$ cat config.mk
export PLATFORM = sky130hd
export DESIGN_NAME = pulse_chain_sequencer
export DESIGN_NICKNAME = d
export VERILOG_FILES = /design/src/rtl/pulse_chain_sequencer_pkg.sv /design/src/rtl/pulse_chain_sequencer_scaled_down_counter.sv /design/src/rtl/pulse_chain_sequencer.sv
export SDC_FILE = /design/constraint.sdc
export NUM_CORES = 1
export LEC_CHECK = 0
export BUFFER_PORTS_ARGS = -buffer_cell sky130_fd_sc_hd__buf_4
export CORE_ASPECT_RATIO = 2
export CORE_MARGIN = 4
export CORE_UTILIZATION = 55
export DETAILED_ROUTE_END_ITERATION = 16
export PLACE_DENSITY = 0.84
export SETUP_SLACK_MARGIN = 0.02
export SYNTH_ARGS = -nofsm -noshare
export SYNTH_HDL_FRONTEND = slang
export SYNTH_SLANG_ARGS = --single-unit
$ cat constraint.sdc
create_clock -name clk -period 3.7 [get_ports clk]
set_input_delay 0.74 -clock clk [delete_from_list [all_inputs] [get_ports clk]]
set_output_delay 0.74 -clock clk [all_outputs]
set_load 0.01 [all_outputs]
$ cat src/rtl/pulse_chain_sequencer_pkg.sv
// Shared constants, FSM state encoding and per-channel config record for the
// optical sync pulse chain sequencer.
package pulse_chain_sequencer_pkg;

  localparam int N_CH   = 8;
  localparam int CNT_W  = 17;
  localparam int MULT_W = 5;
  localparam int CH_W   = 3;

  typedef enum logic [2:0] {
    S_IDLE,
    S_FETCH,
    S_LOAD,
    S_PULSE,
    S_DELAY,
    S_DONE
  } state_t;

  typedef struct packed {
    logic [CNT_W-1:0]  drt;
    logic [CNT_W-1:0]  del;
    logic [MULT_W-1:0] mult_pl;
    logic [MULT_W-1:0] mult_dl;
  } ch_cfg_t;

endpackage

$ cat src/rtl/pulse_chain_sequencer_scaled_down_counter.sv
// Prescaled down-counter: a phase of count ticks, each tick mult+1 cycles long.
// done is high during the final cycle of the phase while en is asserted.
module scaled_down_counter
  import pulse_chain_sequencer_pkg::*;
(
  input  logic              clk,
  input  logic              rst,
  input  logic              load,
  input  logic              en,
  input  logic [CNT_W-1:0]  count,
  input  logic [MULT_W-1:0] mult,
  output logic              done
);

  logic [CNT_W-1:0]  cnt;
  logic [MULT_W-1:0] pre;

  // mult is held stable by the caller for the whole phase, so it is reused on reload.
  always_ff @(posedge clk) begin
    if (rst) begin
      cnt <= '0;
      pre <= '0;
    end else if (load) begin
      cnt <= count;
      pre <= mult;
    end else if (en) begin
      if (pre == '0) begin
        pre <= mult;
        if (cnt != '0) cnt <= cnt - 1'b1;
      end else begin
        pre <= pre - 1'b1;
      end
    end
  end

  assign done = en && (pre == '0) && (cnt == CNT_W'(1));

endmodule

$ cat src/rtl/pulse_chain_sequencer.sv
// Sequences channels 0..N_CH-1: fetch config, pulse ch_out[index], then delay.
// All outputs are registered from the next-state decode.
module pulse_chain_sequencer
  import pulse_chain_sequencer_pkg::*;
(
  input  logic              clk,
  input  logic              rst,
  input  logic              start,
  input  logic              abort,
  output logic              cfg_rd,
  output logic [CH_W-1:0]   cfg_ch,
  input  logic [CNT_W-1:0]  cfg_drt,
  input  logic [CNT_W-1:0]  cfg_del,
  input  logic [MULT_W-1:0] cfg_mult_pl,
  input  logic [MULT_W-1:0] cfg_mult_dl,
  output logic [N_CH-1:0]   ch_out,
  output logic              busy,
  output logic              cfg_lock,
  output logic              end_flg
);

  state_t            state, state_nx;
  logic [CH_W-1:0]   idx, idx_nx;
  ch_cfg_t           cfg_q, cfg_nx;
  logic              advance;
  logic              cnt_load, cnt_en, cnt_done;
  logic [CNT_W-1:0]  cnt_val;
  logic [MULT_W-1:0] cnt_mult;

  assign cnt_en = (state == S_PULSE) || (state == S_DELAY);

  scaled_down_counter u_cnt (
    .clk   (clk),
    .rst   (rst),
    .load  (cnt_load),
    .en    (cnt_en),
    .count (cnt_val),
    .mult  (cnt_mult),
    .done  (cnt_done)
  );

  always_comb begin
    state_nx = state;
    idx_nx   = idx;
    cfg_nx   = cfg_q;
    cnt_load = 1'b0;
    cnt_val  = '0;
    cnt_mult = (state == S_DELAY) ? cfg_q.mult_dl : cfg_q.mult_pl;
    advance  = 1'b0;
    case (state)
      S_IDLE: begin
        idx_nx = '0;
        if (start) state_nx = S_FETCH;
      end
      S_FETCH: state_nx = S_LOAD;
      S_LOAD: begin
        // Read data is on the cfg_* pins this cycle, so branch on it directly.
        cfg_nx = '{drt: cfg_drt, del: cfg_del, mult_pl: cfg_mult_pl, mult_dl: cfg_mult_dl};
        if (cfg_drt != '0) begin
          state_nx = S_PULSE;
          cnt_load = 1'b1;
          cnt_val  = cfg_drt;
          cnt_mult = cfg_mult_pl;
        end else if (cfg_del != '0) begin
          state_nx = S_DELAY;
          cnt_load = 1'b1;
          cnt_val  = cfg_del;
          cnt_mult = cfg_mult_dl;
        end else begin
          advance = 1'b1;
        end
      end
      S_PULSE: begin
        if (cnt_done || (cfg_q.drt == '0)) begin
          if (cfg_q.del != '0) begin
            state_nx = S_DELAY;
            cnt_load = 1'b1;
            cnt_val  = cfg_q.del;
            cnt_mult = cfg_q.mult_dl;
          end else begin
            advance = 1'b1;
          end
        end
      end
      S_DELAY: if (cnt_done) advance = 1'b1;
      S_DONE:  state_nx = S_IDLE;
      default: state_nx = S_IDLE;
    endcase

    if (advance) begin
      if (idx == CH_W'(N_CH - 1)) begin
        state_nx = S_DONE;
      end else begin
        state_nx = S_FETCH;
        idx_nx   = idx + 1'b1;
      end
    end

    if (abort && (state != S_IDLE)) begin
      state_nx = S_IDLE;
      idx_nx   = '0;
      cnt_load = 1'b0;
    end
  end

  always_ff @(posedge clk) begin
    if (rst) begin
      state   <= S_IDLE;
      idx     <= '0;
      cfg_q   <= '0;
      ch_out  <= '0;
      cfg_rd  <= 1'b0;
      cfg_ch  <= '0;
      busy    <= 1'b0;
      end_flg <= 1'b0;
    end else begin
      state   <= state_nx;
      idx     <= idx_nx;
      cfg_q   <= cfg_nx;
      ch_out  <= (state_nx == S_PULSE) ? (N_CH'(1) << idx_nx) : '0;
      cfg_rd  <= (state_nx == S_FETCH);
      cfg_ch  <= idx_nx;
      busy    <= (state_nx != S_IDLE);
      end_flg <= (state_nx == S_DONE);
    end
  end

  assign cfg_lock = busy;

endmodule

==> flow_summary.toml <==
[yosys]
synth.mux.area_fraction_pct = 0.599
synth-seq-cells = 83
synth.cells.most_frequent = "nand2_1, dfxtp_1, a21oi_1"
yosys.cell_types.count = 55
synth_area_in_compound_gates_pct = 21.6
yosys_warnings = 0
synth_fa_ha_area_share_pct = 2.10
synth_area_leaders = "dfxtp_1, nand2_1, a21oi_1"
area_of_the_mapped_netlist_mm2 = 0.00418
synth_top_area_cell = "dfxtp_1"
post_synth_and_or_nand_nor_area_fraction_pct = 29.4
post-synth-top-count-cell = "nand2_1"
synth_top_family_by_area = "simple AND/OR/NAND/NOR gates"
synth.net_count = 568
synthXorXnorAreaFrac_pct = 2.52
synth-edff-count = 0
postSynth.asyncResetShare_pct = 0
ys_seq_area_share_pct = 39.8
netlist_instances = 513
post-synth-top-area-fraction_pct = 39.8
post_synth.cell_area_avg_um2 = 8.14
synth_top_flop_cell = "dfxtp_1"

[cts]
worst_setup_hold_path_clk_slew_ps = 60
cts_setup_buffers = 0
cts.hold.buffers_added = 0
h_tree_depth = 3
cts_sinks = 83
worst_skew_pair.late_latency_ps = 340
tritoncts = "yes"
cts-resized-gates = 0
ctsLongestPathBuffers = 2
root_buffer = "clkbuf_16"
cts-buffers-inserted = 9

[cells_and_area]
layoutNonFillerInstCount = 662
area_overhead_of_the_layout_relative_to_synthesis_pct = 21.1
final_nets = 621
post_route_cells_drive_above_1_share_pct = 18.9
diodes = 0
number_of_fill_cells_in_the_layout = 604

[setup_path]
path_common_cell = "nor4_1"
crit_path_top_delay_cell = "nor4_1"
setup.worst_path.start_class = "primary input"
crit_family = "simple AND/OR/NAND/NOR gates"
critical_path.endpoint_type = "register"
cp_max_fo = 5
critical-path-max-stage-delay_ps = 590
cp.buffers_inverters = 1
arr_time_crit_path_ps = 3600
path_cells = "buf_4 -> nor4_1 -> nand4_1 -> nor4_1 -> a311oi_4 -> nor2_2 -> mux2_4 -> or4_4 -> nor3_2"
worst-endpoint-required_ps = 3960
worst_path_class_setup = "in2reg"

[timing]
final_sum_of_negative_setup_slack_ps = 0
final_max_slew_viol_count = 0
max-slew-margin-rel_pct = 44.0
finalSetupViolCount = 0
finalClockSkew_ps = 6.53
clock.fmax_ghz = 0.300
grt_setup_unrepaired = "false"
hold_viol_final = 0
final_period_minus_worst_setup_slack_ps = 3340
worst_pin_slew_ps = 837
post_route_clock_period_utilization_pct = 90.2

[global_route]
grt_util_all_layers_pct = 26.2
grt_overflow = 0
grt_first_pass_wirelength_um = 19100
grt_antenna_before_repair = 0
vias_in_the_first_global_route = 4005
pin_count_of_the_biggest_net_entering_global_routing = 79

[power]
irDropWorstVdd_mv = 0.333
power.density_cell_area_mw_per_mm2 = 449
p_leak_uw = 0.00184
total_power_consumption_uw = 2270

[die]
core_region_area_mm2 = 0.00732
chipHeight_um = 131
io-pin-count = 63
effective_utilization_at_floorplan_pct = 57.0
row_cnt = 44
die_area_mm2 = 0.00913
die_width_um = 69.6

[placement]
numPlacedInstances = 647
port_buffers = 62
detailed_place_hpwl_um = 8680
place.gp.congestion = 0.916

[outcome]
run_status = "completed"

[route]
route.vias.total = 4122
drtPass1Iterations = 5
finalWirelength_um = 11900
detail-route-antenna-nets = 0
detailedRoute.firstIterationViolations = 227
avgViaCountPerCell = 6.23
route.detailed.drc = 0
routed_wire_length_per_instance_um = 18.0

[worst_hold_path]
timing.hold.worst.class = "reg2reg"

[job]
cap_viol_max_count = 0
-- logic make-up (layout without fill, tap and decap cells) --
group / count (synthesis) / after routing
compound gates: 131 / 131
xor+xnor: 12 / 12
fa+ha+maj: 7 / 7
buf+inv: 40 / 97
flops: 83 / 83
mux: 2 / 2
simple gates: 238 / 238
-- layout make-up --
class / instances / area [um2] / share of cell area [%]
Multi-Input combinational cell: 390 / 2360 / 46.7
Clock buffer: 11 / 243 / 4.80
Timing Repair Buffer: 72 / 541 / 10.7
Inverter: 10 / 37.5 / 0.743
Clock inverter: 4 / 98.8 / 1.96
Tap cell: 92 / 115 / 2.28
Sequential cell: 83 / 1660 / 32.9
-- stage by stage --
step                      worst slack (ps)  instance area [um2]  hold WS, ps  util (%)
after global placement                 100                 4710          439      64.4
after floorplan                        800                 4180          431         -
after detailed placement              58.4                 4710          443      64.4
after global routing                   204                 5050          477      69.0
after CTS                              362                 5050          451      69.0
final                                  362                 5050          451      69.0
-- routing by layer --
metal	global-route usage [%]	routed length, um	share of wire (%)
met1	26.0	4130	35
met2	46.1	6190	52
met3	5.81	679	5.7
met4	19.9	906	7.6
met5	0	0	0
-- sequential cells by signal, summed over array words and instances, names as in the netlist --
| register | cells |
|---|---|
| cfg_q | 44 |
| ch_out | 8 |
| idx | 3 |
| busy | 1 |
| u_cnt.pre | 5 |
| state | 3 |
| end_flg | 1 |
| cfg_rd | 1 |
| u_cnt.cnt | 17 |
-- path summary, 6_finish.rpt --
kind	from	endpoint	slack [ps]	cells after the start
max	cfg_del[12]	ch_out[7]$_SDFF_PP0_	360	9
min	cfg_q[40]$_SDFFE_PP0P_	cfg_q[40]$_SDFFE_PP0P_	450	2
max reg2reg	cfg_q[22]$_SDFFE_PP0P_	u_cnt.pre[0]$_SDFFE_PP0P_	600	8
min reg2reg	cfg_q[40]$_SDFFE_PP0P_	cfg_q[40]$_SDFFE_PP0P_	450	2
-- power breakdown --
part	internal [uW]	switching, uW	leakage, uW	total (uW)
registers	924	27.0	0.000671	951
clock network	675	352	0.000166	1030
logic	121	171	0.00101	292
total	1720	549	0.00184	2270
-- worst min-delay path, stage by stage (launching register included) --
cell and delay, ps:
dfxtp_1 300, nand2_1 50, a21oi_1 50
-- cells in the final DEF, fill, tap and decap left out, types with 6 or more instances in the layout --
| cell | netlist | layout |
|---|---|---|
| nand3_1 | 10 | 10 |
| nand2_1 | 102 | 102 |
| a22o_1 | 18 | 18 |
| nor2_1 | 32 | 32 |
| nor3b_1 | 16 | 16 |
| a311oi_1 | 6 | 6 |
| clkbuf_16 | 0 | 9 |
| or3_1 | 7 | 7 |
| xnor2_1 | 10 | 10 |
| o21ai_0 | 11 | 11 |
| buf_4 | 1 | 72 |
| ha_1 | 7 | 7 |
| inv_1 | 10 | 10 |
| a221oi_1 | 6 | 6 |
| dfxtp_1 | 83 | 83 |
| nor4_1 | 23 | 23 |
| a21oi_1 | 57 | 57 |
| nor3_1 | 14 | 13 |
| a211oi_1 | 14 | 14 |
Power figures use the tool's default switching activity.
